==> config.mk <==
export PLATFORM = sky130hd
export DESIGN_NAME = id_token_stats
export DESIGN_NICKNAME = d
export VERILOG_FILES = /design/src/rtl/id_token_stats.sv
export SDC_FILE = /design/constraint.sdc
export NUM_CORES = 1
export LEC_CHECK = 0
export CAP_MARGIN = 10
export CORE_MARGIN = 5
export CORE_UTILIZATION = 35
export CTS_BUF_LIST = sky130_fd_sc_hd__clkbuf_16
export DETAILED_ROUTE_END_ITERATION = 10
export HOLD_SLACK_MARGIN = 0.05
export SLEW_MARGIN = 15
export SYNTH_ARGS = -nofsm -noshare
export SYNTH_HDL_FRONTEND = slang
export SYNTH_SLANG_ARGS = --single-unit
export TNS_END_PERCENT = 10
==> constraint.sdc <==
create_clock -name clk -period 2.9 [get_ports clk]
set_input_delay 0.58 -clock clk [delete_from_list [all_inputs] [get_ports clk]]
set_output_delay 0.58 -clock clk [all_outputs]
set_load 0.03 [all_outputs]
==> src/rtl/id_token_stats.sv <==
// Identifier token statistics: reports digit-terminated identifiers seen on the
// recognizer's character stream. Optional max-length tracking via ID_STATS_MAXLEN_EN.
module id_token_stats #(
  parameter int CNT_W = 16,
  parameter int LEN_W = 8
) (
  input  logic             clk,
  input  logic             reset,
  input  logic [7:0]       char,
  input  logic             id_hit,
  output logic             tok_valid,
  output logic [LEN_W-1:0] tok_len,
  output logic [CNT_W-1:0] tok_count,
  output logic [LEN_W-1:0] max_len
);

  typedef enum logic {IDLE, IN_TOK} state_t;

  state_t           state_reg, state_next;
  logic [7:0]       char_d_reg;
  logic [LEN_W-1:0] len_reg, len_next;
  logic             last_hit_reg, last_hit_next;
  logic             report_next;
  logic             tok_valid_reg;
  logic [LEN_W-1:0] tok_len_reg;
  logic [CNT_W-1:0] tok_count_reg;

  logic is_letter, is_digit, is_alnum;

  // Classes are taken from the delayed char so they line up with id_hit.
  always_comb begin
    is_letter = ((char_d_reg >= 8'd65) && (char_d_reg <= 8'd90)) ||
                ((char_d_reg >= 8'd97) && (char_d_reg <= 8'd122));
    is_digit  = (char_d_reg >= 8'd48) && (char_d_reg <= 8'd57);
    is_alnum  = is_letter || is_digit;
  end

  always_ff @(posedge clk or posedge reset) begin
    if (reset) begin
      state_reg <= IDLE;
    end else begin
      state_reg <= state_next;
    end
  end

  always_comb begin
    state_next = state_reg;
    case (state_reg)
      IDLE:    if (is_letter) state_next = IN_TOK;
      IN_TOK:  if (!is_alnum) state_next = IDLE;
      default: state_next = IDLE;
    endcase
  end

  always_comb begin
    len_next      = len_reg;
    last_hit_next = last_hit_reg;
    report_next   = 1'b0;
    case (state_reg)
      IDLE: begin
        if (is_letter) begin
          len_next      = LEN_W'(1);
          last_hit_next = id_hit;
        end
      end
      IN_TOK: begin
        if (is_alnum) begin
          len_next      = (len_reg == {LEN_W{1'b1}}) ? len_reg : len_reg + LEN_W'(1);
          last_hit_next = id_hit;
        end else begin
          report_next = last_hit_reg;
        end
      end
      default: ;
    endcase
  end

  always_ff @(posedge clk or posedge reset) begin
    if (reset) begin
      char_d_reg    <= 8'd0;
      len_reg       <= '0;
      last_hit_reg  <= 1'b0;
      tok_valid_reg <= 1'b0;
      tok_len_reg   <= '0;
      tok_count_reg <= '0;
    end else begin
      char_d_reg    <= char;
      len_reg       <= len_next;
      last_hit_reg  <= last_hit_next;
      tok_valid_reg <= report_next;
      if (report_next) begin
        tok_len_reg   <= len_reg;
        tok_count_reg <= tok_count_reg + CNT_W'(1);
      end
    end
  end

`ifdef ID_STATS_MAXLEN_EN
  logic [LEN_W-1:0] max_len_reg;

  always_ff @(posedge clk or posedge reset) begin
    if (reset) begin
      max_len_reg <= '0;
    end else if (report_next && (len_reg > max_len_reg)) begin
      max_len_reg <= len_reg;
    end
  end

  assign max_len = max_len_reg;
`else
  assign max_len = '0;
`endif

  assign tok_valid = tok_valid_reg;
  assign tok_len   = tok_len_reg;
  assign tok_count = tok_count_reg;

endmodule

==> results of run 1 <==
[cell usage after synthesis, types with 2 or more instances]
library cell and count:
xor2_1 8, and4_1 2, xnor2_1 8, a21oi_1 4
a31oi_1 2, mux2i_1 2, ha_1 2, o21ai_0 2
dfrtp_1 43, inv_1 4, and3_1 2, nand4_1 10
nand2_1 41, nor3_1 5, buf_4 8, nand3_1 4
nor2_1 7, nor4_1 5
[report_power, final]
part | switching [W] | total (W) | internal (W)
clock network | 0.000209 | 0.000523 | 0.000313
registers | 0.0000684 | 0.000722 | 0.000654
logic | 0.000182 | 0.000305 | 0.000123
total | 0.000460 | 0.00155 | 0.00109
[cells by family (layout without fill, tap and decap cells)]
group	after synthesis	after routing	synth area share, %
buf+inv	14	49	4.37
flops	43	43	56.1
xor+xnor	16	16	7.31
simple gates	81	81	20.2
compound gates	20	20	8.94
other cells	1	8	0.196
fa+ha+maj	2	2	1.30
mux	3	3	1.63
[stage by stage]
step | setup WS [ns] | util (%)
after floorplan | 0.963 | -
final | 0.625 | 45.7
after global routing | 0.388 | 45.7
after detailed placement | 0.601 | 43.1
after CTS | 0.581 | 45.7
after global placement | 0.645 | 43.1
[how the worst min path moves through the flow]
stage | to | start
after detailed placement | tok_count[15] | tok_count[15]
after global placement | tok_count[15] | tok_count[15]
final | tok_count[15] | tok_count[15]
after floorplan | len_reg[6] | len_reg[6]
after global routing | tok_count[15] | tok_count[15]
after CTS | tok_count[15] | tok_count[15]
[layout make-up]
class / count / area (sq um)
Fill cell: 516 / 2930
Sequential cell: 43 / 1080
Multi-Input combinational cell: 130 / 785
Timing Repair Buffer: 37 / 365
Clock buffer: 5 / 125
Tap cell: 72 / 90.1
Clock inverter: 3 / 16.3
Inverter: 4 / 15.0
[metal layers]
metal	vias to the layer above	track usage, %
met1	669	13.1
met2	39	19.7
li1	695	-
met3	12	2.86
met4	0	5.41
met5	-	0
[worst register-to-register path, stage by stage, from the launching register on]
cell	delay (ns)
dfrtp_1	0.39
or4_4	0.55
o21ai_4	0.26
o2111ai_4	0.23
inv_1	0.41
nand4_1	0.17
xnor2_1	0.15
==> results.tsv, run 1 <==
stage	metric	value	unit
worst_hold_path	hold depth	1	
routing	Via Count	1415	
setup_path	CP Max Fanout	16	
setup_path	CP startpoint kind	register	
timing	Layout Skew	0.00265	ns
setup_path	crit path capture type	register	
routing	met2 WL	1.81	mm
timing	Fin Setup TNS	0	ns
routing	post-DR wirelength/cell	12.5	microns
synthesis	Ys Warns	0	
setup_path	CP Launch Point	char_d_reg[4]	
setup_path	Worst Path Required	3.06	ns
final_layout	non-filler cells, final	294	
timing	RSZ-0062 raised after global routing	false	
synthesis	top-area cell type share of the netlist area	56.1	%
placement	DP Cell Count	286	
synthesis	Yosys top cell by area	dfrtp_1	
job	total of max-cap violations	0	
timing	Final Cycle Share	78.4	%
synthesis	Post-Syn Area per Cell	10.7	sq um
clock_network	hold_buf cts	0	
floorplanning	core area	5410	sq um
setup_path	R2R Path Start	char_d_reg[4]	
clock_network	Worst-path clk slew	0.06	ns
setup_path	r2r setup slk	0.63	ns
routing	Routed met1 length	1.56	mm
clock_network	H-tree depth	2	
placement	Port Buffers	35	
floorplanning	Die Area	7060	sq um
global_route	first-pass GRT wire length	6.59	mm
final_layout	area grow syn2layout	28.9	%
timing	relative slew slack	61.8	%
setup_path	Buf/Inv on CP	1	
pwr	Pwr Density	627	nW/um^2
placement	GP Congestion	0.876	
synthesis	Synth Register Bits	43	
synthesis	Seq/Total Area, Yosys	56.1	%
routing	DR vias/cell	4.81	
clock_network	setup bufs post-CTS	0	
synthesis	EDFF count, synth	0	
global_route	grt ovf	0	
final_layout	max reg flops	16	
routing	drt pass-1 iters	4	
pwr	total chip power	0.00155	W
setup_path	CP top delay family	simple AND/OR/NAND/NOR gates	
timing	fmax	440	MHz
clock_network	CTS tree	built	
global_route	initial antenna violation count	0	
synthesis	Cell variety after synth	39	
setup_path	instance count on the critical path	6	
synthesis	async set or reset register ratio after synthesis	100	%
floorplanning	die height	84.0	microns
timing	count of final hold-check violations	0	
run_status	status	complete, no violations	
final_layout	Net count, final	234	
timing	Final Setup Violations	0	
clock_network	cts bufs inserted	5	
final_layout	most frequent cells in the layout	43 x dfrtp_1, 41 x nand2_1, 35 x clkdlybuf4s50_1	
floorplanning	Die X	84.0	microns
placement	Detail Placement HPWL	2.75	mm
final_layout	share of cells above drive strength 1	6.76	%
timing	hold slack	0.468	ns
worst_hold_path	worst hold path class	reg -> reg	
setup_path	Setup crit end	tok_count[5]	
placement	Cell Area, Placed	2330	sq um
synthesis	Synth Cell Area	1920	sq um
setup_path	R2R depth	6	
routing	post-route ant nets	0	
final_layout	antenna cells	0	
pwr	Peak VDD IR	0.000294	V
floorplanning	# IOs	44	
routing	top sig layer	met4	
timing	Final Max Slew Viols	0	
setup_path	R2R Path End	tok_count[5]	
clock_network	number of sinks on the clock net	43	
timing	Slew @ Worst Pin	0.572	ns
pwr	Leakage Power	1.14	nW
synthesis	top cells by area, synth	dfrtp_1 56%, nand2_1 8.0%, xnor2_1 3.7%	
routing	Starting DRT DRC Count	54	
routing	drt total wl	3.69	mm
setup_path	WS Path Type	reg -> reg	
floorplanning	starting density of the core	35.5	%
setup_path	Critical-path top delay cell	or4_4	
clock_network	clk buf depth	2	
clock_network	clock latency on the worst-skew pair	0.28	ns
setup_path	CP max stage delay	0.55	ns
final_layout	commonest non-fill, non-tap cell in the layout	dfrtp_1	
routing	# DRC	0	
timing	fin crit period	2.27	ns
setup_path	critical-path cell list	or4_4 -> o21ai_4 -> o2111ai_4 -> inv_1 -> nand4_1 -> xnor2_1	
setup_path	worst endpoint data arrival time	2.44	ns
global_route	total track usage	11.4	%
floorplanning	FP Rows	27	
global_route	vias in the first global route	1456	
synthesis	ys flop type	dfrtp_1	
synthesis	Mapped Cells	180	
routing	metal3 WL	206	microns
final_layout	final instance area	2470	sq um
clock_network	root buffer cell	clkbuf_16	
clock_network	Post-CTS Resized	0	
global_route	largest net degree at the start of global routing	44	
(Power assumes the default switching activity.)
==> run 2, diff against run 1 <==
==> constraint.sdc (replaced) <==
create_clock -name clk -period 1.83 [get_ports clk]
set_input_delay 0.366 -clock clk [delete_from_list [all_inputs] [get_ports clk]]
set_output_delay 0.366 -clock clk [all_outputs]
set_load 0.03 [all_outputs]
==> results.tsv, run 2 (synthesis results as in run 1) <==
stage	metric	value	unit	change
run_status	failing checks	negative setup slack		
floorplanning	# IOs	44		unchanged
setup_path	CP Max Fanout	5		was 16
pwr	Peak VDD IR	0.000368	V	was 0.000294 V
clock_network	root buffer cell	clkbuf_16		unchanged
setup_path	crit path capture type	register		unchanged
floorplanning	die height	84.0	microns	unchanged
floorplanning	FP Rows	27		unchanged
setup_path	worst endpoint data arrival time	2.07	ns	was 2.44 ns
routing	Via Count	1531		was 1415
clock_network	number of sinks on the clock net	43		unchanged
global_route	initial antenna violation count	0		unchanged
final_layout	area grow syn2layout	43.5	%	was 28.9%
floorplanning	starting density of the core	35.5	%	unchanged
routing	post-DR wirelength/cell	12.9	microns	was 12.5 microns
final_layout	Net count, final	257		was 234
clock_network	Worst-path clk slew	0.06	ns	about the same
final_layout	max reg flops	16		unchanged
global_route	grt ovf	0		unchanged
placement	Port Buffers	35		unchanged
routing	# DRC	0		unchanged
clock_network	CTS tree	built		unchanged
timing	Final Max Slew Viols	0		unchanged
timing	count of final hold-check violations	0		unchanged
setup_path	R2R depth	6		unchanged
routing	post-route ant nets	0		unchanged
pwr	Leakage Power	1.28	nW	was 1.14 nW
clock_network	H-tree depth	2		unchanged
setup_path	WS Path Type	reg -> reg		unchanged
final_layout	post-layout util	50.9	%	was 45.7%
timing	setup slack after layout	-0.0788	ns	was 0.625 ns
timing	Layout Skew	0.00271	ns	was 0.00265 ns
routing	drt pass-1 iters	4		unchanged
final_layout	share of cells above drive strength 1	20.4	%	was 6.76%
final_layout	most frequent cells in the layout	43 x dfrtp_1, 38 x nand2_1, 34 x clkdlybuf4s50_1		was 43 x dfrtp_1, 41 x nand2_1, 35 x clkdlybuf4s50_1
routing	DR vias/cell	4.83		was 4.81
global_route	largest net degree at the start of global routing	44		unchanged
placement	GP Congestion	0.826		was 0.876
placement	Detail Placement HPWL	2.89	mm	was 2.75 mm
pwr	Pwr Density	934	nW/um^2	was 627 nW/um^2
floorplanning	Die X	84.0	microns	unchanged
floorplanning	core area	5410	sq um	unchanged
routing	Starting DRT DRC Count	82		was 54
timing	fmax	524	MHz	was 440 MHz
pwr	total chip power	0.00257	W	was 0.00155 W
final_layout	final instance area	2750	sq um	was 2470 sq um
worst_hold_path	worst hold path class	in -> async		was reg -> reg
routing	drt total wl	4.09	mm	was 3.69 mm
timing	relative slew slack	65.1	%	was 61.8%
floorplanning	Die Area	7060	sq um	unchanged
placement	Cell Area, Placed	2490	sq um	was 2330 sq um
timing	Slew @ Worst Pin	0.518	ns	was 0.572 ns
timing	Final Cycle Share	104	%	was 78.4%
clock_network	cts bufs inserted	5		unchanged
job	total of max-cap violations	0		unchanged
clock_network	hold_buf cts	0		unchanged
final_layout	commonest non-fill, non-tap cell in the layout	dfrtp_1		unchanged
setup_path	Worst Path Required	2.00	ns	was 3.06 ns
final_layout	antenna cells	0		unchanged
setup_path	CP startpoint kind	register		unchanged
global_route	first-pass GRT wire length	7.24	mm	was 6.59 mm
global_route	total track usage	12.4	%	was 11.4%
timing	Final Setup Violations	31		was 0
global_route	vias in the first global route	1541		was 1456
timing	hold slack	0.441	ns	was 0.468 ns
clock_network	clk buf depth	2		unchanged
timing	RSZ-0062 raised after global routing	true		was false
run_status	status	finished with violations		was complete, no violations
clock_network	clock latency on the worst-skew pair	0.28	ns	about the same
timing	fin crit period	1.91	ns	was 2.27 ns
==> run 2: worst paths after layout <==
check                               from       endpoint  slack [ns]
setup / recovery           char_d_reg[4]     len_reg[4]       -0.08
hold / removal                     reset  char_d_reg[6]        0.44
setup reg to reg           char_d_reg[4]     len_reg[4]       -0.08
hold reg to reg            tok_count[15]  tok_count[15]        0.46
max in group asynchronous          reset   tok_count[7]        1.18
min in group clk           tok_count[15]  tok_count[15]        0.46
==> run 2: layout make-up <==
class                           count  area (sq um)
Inverter                            4          17.5
Multi-Input combinational cell    131           863
Clock inverter                      3          16.3
Timing Repair Buffer               59           564
Tap cell                           72          90.1
Clock buffer                        5           125
Sequential cell                    43          1080
Fill cell                         498          2650
==> run 2: through the flow <==
step	worst slack (ns)	cells	TNS, ns
2_1_floorplan	-0.107	187	-1.76
3_3_place_gp	-0.130	306	-1.81
3_5_place_dp	-0.145	306	-2.74
4_1_cts	-0.106	317	-2.49
5_1_grt	-0.173	317	-3.88
6_report	-0.0788	317	-1.08
==> run 2: what timing repair did <==
action | in CTS | in global routing
gates resized for setup | 9 | 12
pin swaps | 15 | 8
cloned | 1 | 0
hold endpoints to repair | 0 | 0
endpoints found under the setup margin | 29 | 35
setup buffers | 2 | 0
==> run 2: power breakdown <==
part | total [W] | switching, W | internal [W]
clock network | 0.000848 | 0.000351 | 0.000498
registers | 0.00110 | 0.0000655 | 0.00104
logic | 0.000621 | 0.000357 | 0.000264
total | 0.00257 | 0.000773 | 0.00180
==> run 2: routing by layer <==
metal / global-route usage, % / wire length, microns / vias up
met3: 3.75 / 190 / 6
li1: - / - / 748
met1: 15.9 / 1790 / 744
met2: 20.3 / 2060 / 33
met4: 3.65 / 58 / 0
met5: 0 / 0 / -
==> run 2: worst max-delay path, stage by stage (launching register included) <==
cell      delay [ns]
dfrtp_1         0.38
or4_4           0.55
o21ai_4         0.22
buf_6           0.15
a211oi_4        0.07
nor3b_1         0.17
a211o_1         0.26
==> run 3, diff against run 2 <==
--- a/config.mk
+++ b/config.mk
@@ -6,11 +6,11 @@
 export NUM_CORES = 1
 export LEC_CHECK = 0
 export CAP_MARGIN = 10
-export CORE_MARGIN = 5
 export CORE_UTILIZATION = 35
 export CTS_BUF_LIST = sky130_fd_sc_hd__clkbuf_16
 export DETAILED_ROUTE_END_ITERATION = 10
 export HOLD_SLACK_MARGIN = 0.05
+export PLACE_DENSITY = 0.67
 export SLEW_MARGIN = 15
 export SYNTH_ARGS = -nofsm -noshare
 export SYNTH_HDL_FRONTEND = slang
==> results.tsv, run 3 (synthesis results as in run 1) <==
stage	metric	value	unit	change
run_status	status	finished with violations		unchanged
run_status	failing checks	negative setup slack		unchanged
global_route	total track usage	14.3	%	was 12.4%
clock_network	Worst-path clk slew	0.06	ns	about the same
pwr	Leakage Power	1.33	nW	was 1.28 nW
clock_network	cts bufs inserted	5		unchanged
pwr	Logic pwr share	24.6	%	was 24.2%
setup_path	Worst Path Required	2.00	ns	about the same
clock_network	H-tree depth	2		unchanged
setup_path	crit path capture type	register		unchanged
clock_network	root buffer cell	clkbuf_16		unchanged
clock_network	number of sinks on the clock net	43		unchanged
setup_path	CP top delay family	simple AND/OR/NAND/NOR gates		unchanged
setup_path	critical-path cell list	or4_4 -> o21ai_4 -> o2111ai_4 -> inv_4 -> nand4_1 -> xnor2_1		was or4_4 -> o21ai_4 -> buf_6 -> a211oi_4 -> nor3b_1 -> a211o_1
placement	Detail Placement HPWL	2.54	mm	was 2.89 mm
timing	Final Cycle Share	105	%	was 104%
clock_network	CTS tree	built		unchanged
clock_network	clk buf depth	2		unchanged
routing	# DRC	0		unchanged
global_route	initial antenna violation count	0		unchanged
final_layout	antenna cells	0		unchanged
global_route	grt ovf	0		unchanged
global_route	first-pass GRT wire length	6.65	mm	was 7.24 mm
final_layout	area grow syn2layout	46.1	%	was 43.5%
floorplanning	Die X	76.0	microns	was 84.0 microns
setup_path	Buf/Inv on CP	1		unchanged
floorplanning	core area	5200	sq um	was 5410 sq um
timing	fmax	521	MHz	was 524 MHz
floorplanning	FP Rows	26		was 27
final_layout	share of cells above drive strength 1	21.5	%	was 20.4%
floorplanning	Die Area	5780	sq um	was 7060 sq um
timing	Final Setup Violations	24		was 31
job	total of max-cap violations	0		unchanged
placement	GP Congestion	0.796		was 0.826
worst_hold_path	worst hold path class	in -> async		unchanged
routing	drt pass-1 iters	4		unchanged
routing	post-route ant nets	0		unchanged
clock_network	clock latency on the worst-skew pair	0.28	ns	about the same
pwr	clock network fraction of total power	32.1	%	was 33.0%
timing	count of final hold-check violations	0		unchanged
timing	Layout Skew	0.00431	ns	was 0.00271 ns
final_layout	most frequent cells in the layout	43 x dfrtp_1, 39 x nand2_1, 34 x clkdlybuf4s50_1		was 43 x dfrtp_1, 38 x nand2_1, 34 x clkdlybuf4s50_1
routing	Starting DRT DRC Count	78		was 82
pwr	switching pwr	0.000752	W	was 0.000773 W
final_layout	final instance area	2800	sq um	was 2750 sq um
pwr	Sw Share	29.5	%	was 30.1%
timing	hold slack	0.438	ns	was 0.441 ns
global_route	vias in the first global route	1424		was 1541
pwr	Internal Power	0.00179	W	was 0.00180 W
final_layout	post-layout util	53.8	%	was 50.9%
setup_path	CP startpoint kind	register		unchanged
timing	setup slack after layout	-0.0909	ns	was -0.0788 ns
floorplanning	# IOs	44		unchanged
routing	drt total wl	3.73	mm	was 4.09 mm
setup_path	WS Path Type	reg -> reg		unchanged
pwr	Pwr Density	908	nW/um^2	was 934 nW/um^2
placement	Place WS	-0.186	ns	was -0.145 ns
final_layout	max reg flops	16		unchanged
timing	Fin Setup TNS	-1.25	ns	was -1.08 ns
placement	Cell Area, Placed	2490	sq um	about the same
timing	Final Max Slew Viols	0		unchanged
global_route	largest net degree at the start of global routing	44		unchanged
setup_path	Critical-path top delay cell	or4_4		unchanged
routing	DR vias/cell	4.80		was 4.83
timing	relative slew slack	57.1	%	was 65.1%
final_layout	commonest non-fill, non-tap cell in the layout	dfrtp_1		unchanged
placement	Port Buffers	35		unchanged
routing	post-DR wirelength/cell	11.8	microns	was 12.9 microns
routing	Via Count	1516		was 1531
pwr	Peak VDD IR	0.000447	V	was 0.000368 V
floorplanning	starting density of the core	36.9	%	was 35.5%
setup_path	worst endpoint data arrival time	2.09	ns	was 2.07 ns
timing	RSZ-0062 raised after global routing	true		unchanged
floorplanning	die height	76.0	microns	was 84.0 microns
pwr	Seq pwr share	43.3	%	was 42.8%
final_layout	Net count, final	258		was 257
setup_path	CP max stage delay	0.53	ns	was 0.55 ns
timing	fin crit period	1.92	ns	was 1.91 ns
timing	Slew @ Worst Pin	0.637	ns	was 0.518 ns
setup_path	CP Max Fanout	8		was 5
==> run 3: path summary, 6_finish.rpt <==
kind	start	end	slack, ns	depth (start not counted)
hold / removal	reset	char_d_reg[7]	0.44	3
setup / recovery	char_d_reg[2]	tok_count[3]	-0.09	6
min in group clk	tok_count[15]	tok_count[15]	0.46	1
setup reg to reg	char_d_reg[2]	tok_count[3]	-0.09	6
hold reg to reg	tok_count[15]	tok_count[15]	0.46	1
max in group asynchronous	reset	len_reg[6]	1.18	3
==> run 3: final cells by class <==
class,count,area [sq um]
well taps,70,87.6
clock buffers,5,125
fillers,466,2400
multi-input cells,131,916
clock inverters,3,12.5
inverters,4,17.5
flip-flops and latches,43,1080
repair buffers,60,568
==> run 3: power by group through the flow <==
stage,Combinational (W),Sequential [W],Clock [W]
3_5_place_dp,0.000586,0.00112,0
6_report,0.000626,0.00110,0.000818
3_3_place_gp,0.000581,0.00111,0
2_1_floorplan,0.000192,0.00125,0
5_1_grt,0.000683,0.00112,0.000877
4_1_cts,0.000616,0.00110,0.000838
==> run 3: layer usage <==
metal,global-route usage [%],vias up,wire length [microns]
li1,-,749,-
met4,4.62,0,47
met2,21.9,38,1760
met5,0,-,0
met3,3.59,4,148
met1,20.0,725,1780
==> run 3: stage by stage <==
step | total power (W) | instances
after detailed placement | 0.00170 | 304
after global routing | 0.00268 | 316
final | 0.00255 | 316
after CTS | 0.00256 | 316
after global placement | 0.00169 | 304
after floorplan | 0.00145 | 187
==> run 3: repair_timing <==
item | 4_1_cts | 5_1_grt
resized for setup | 14 | 13
setup endpoints to repair | 26 | 35
pin swaps | 19 | 9
hold buffers | 0 | 0
buffers inserted | 3 | 0
cloned | 1 | 0
endpoints found under the hold margin | 0 | 0
==> run 3: tightest hold or removal path, delay by kind of cell <==
family,cells,cell delay (ns)
buf+inv,3,0.71
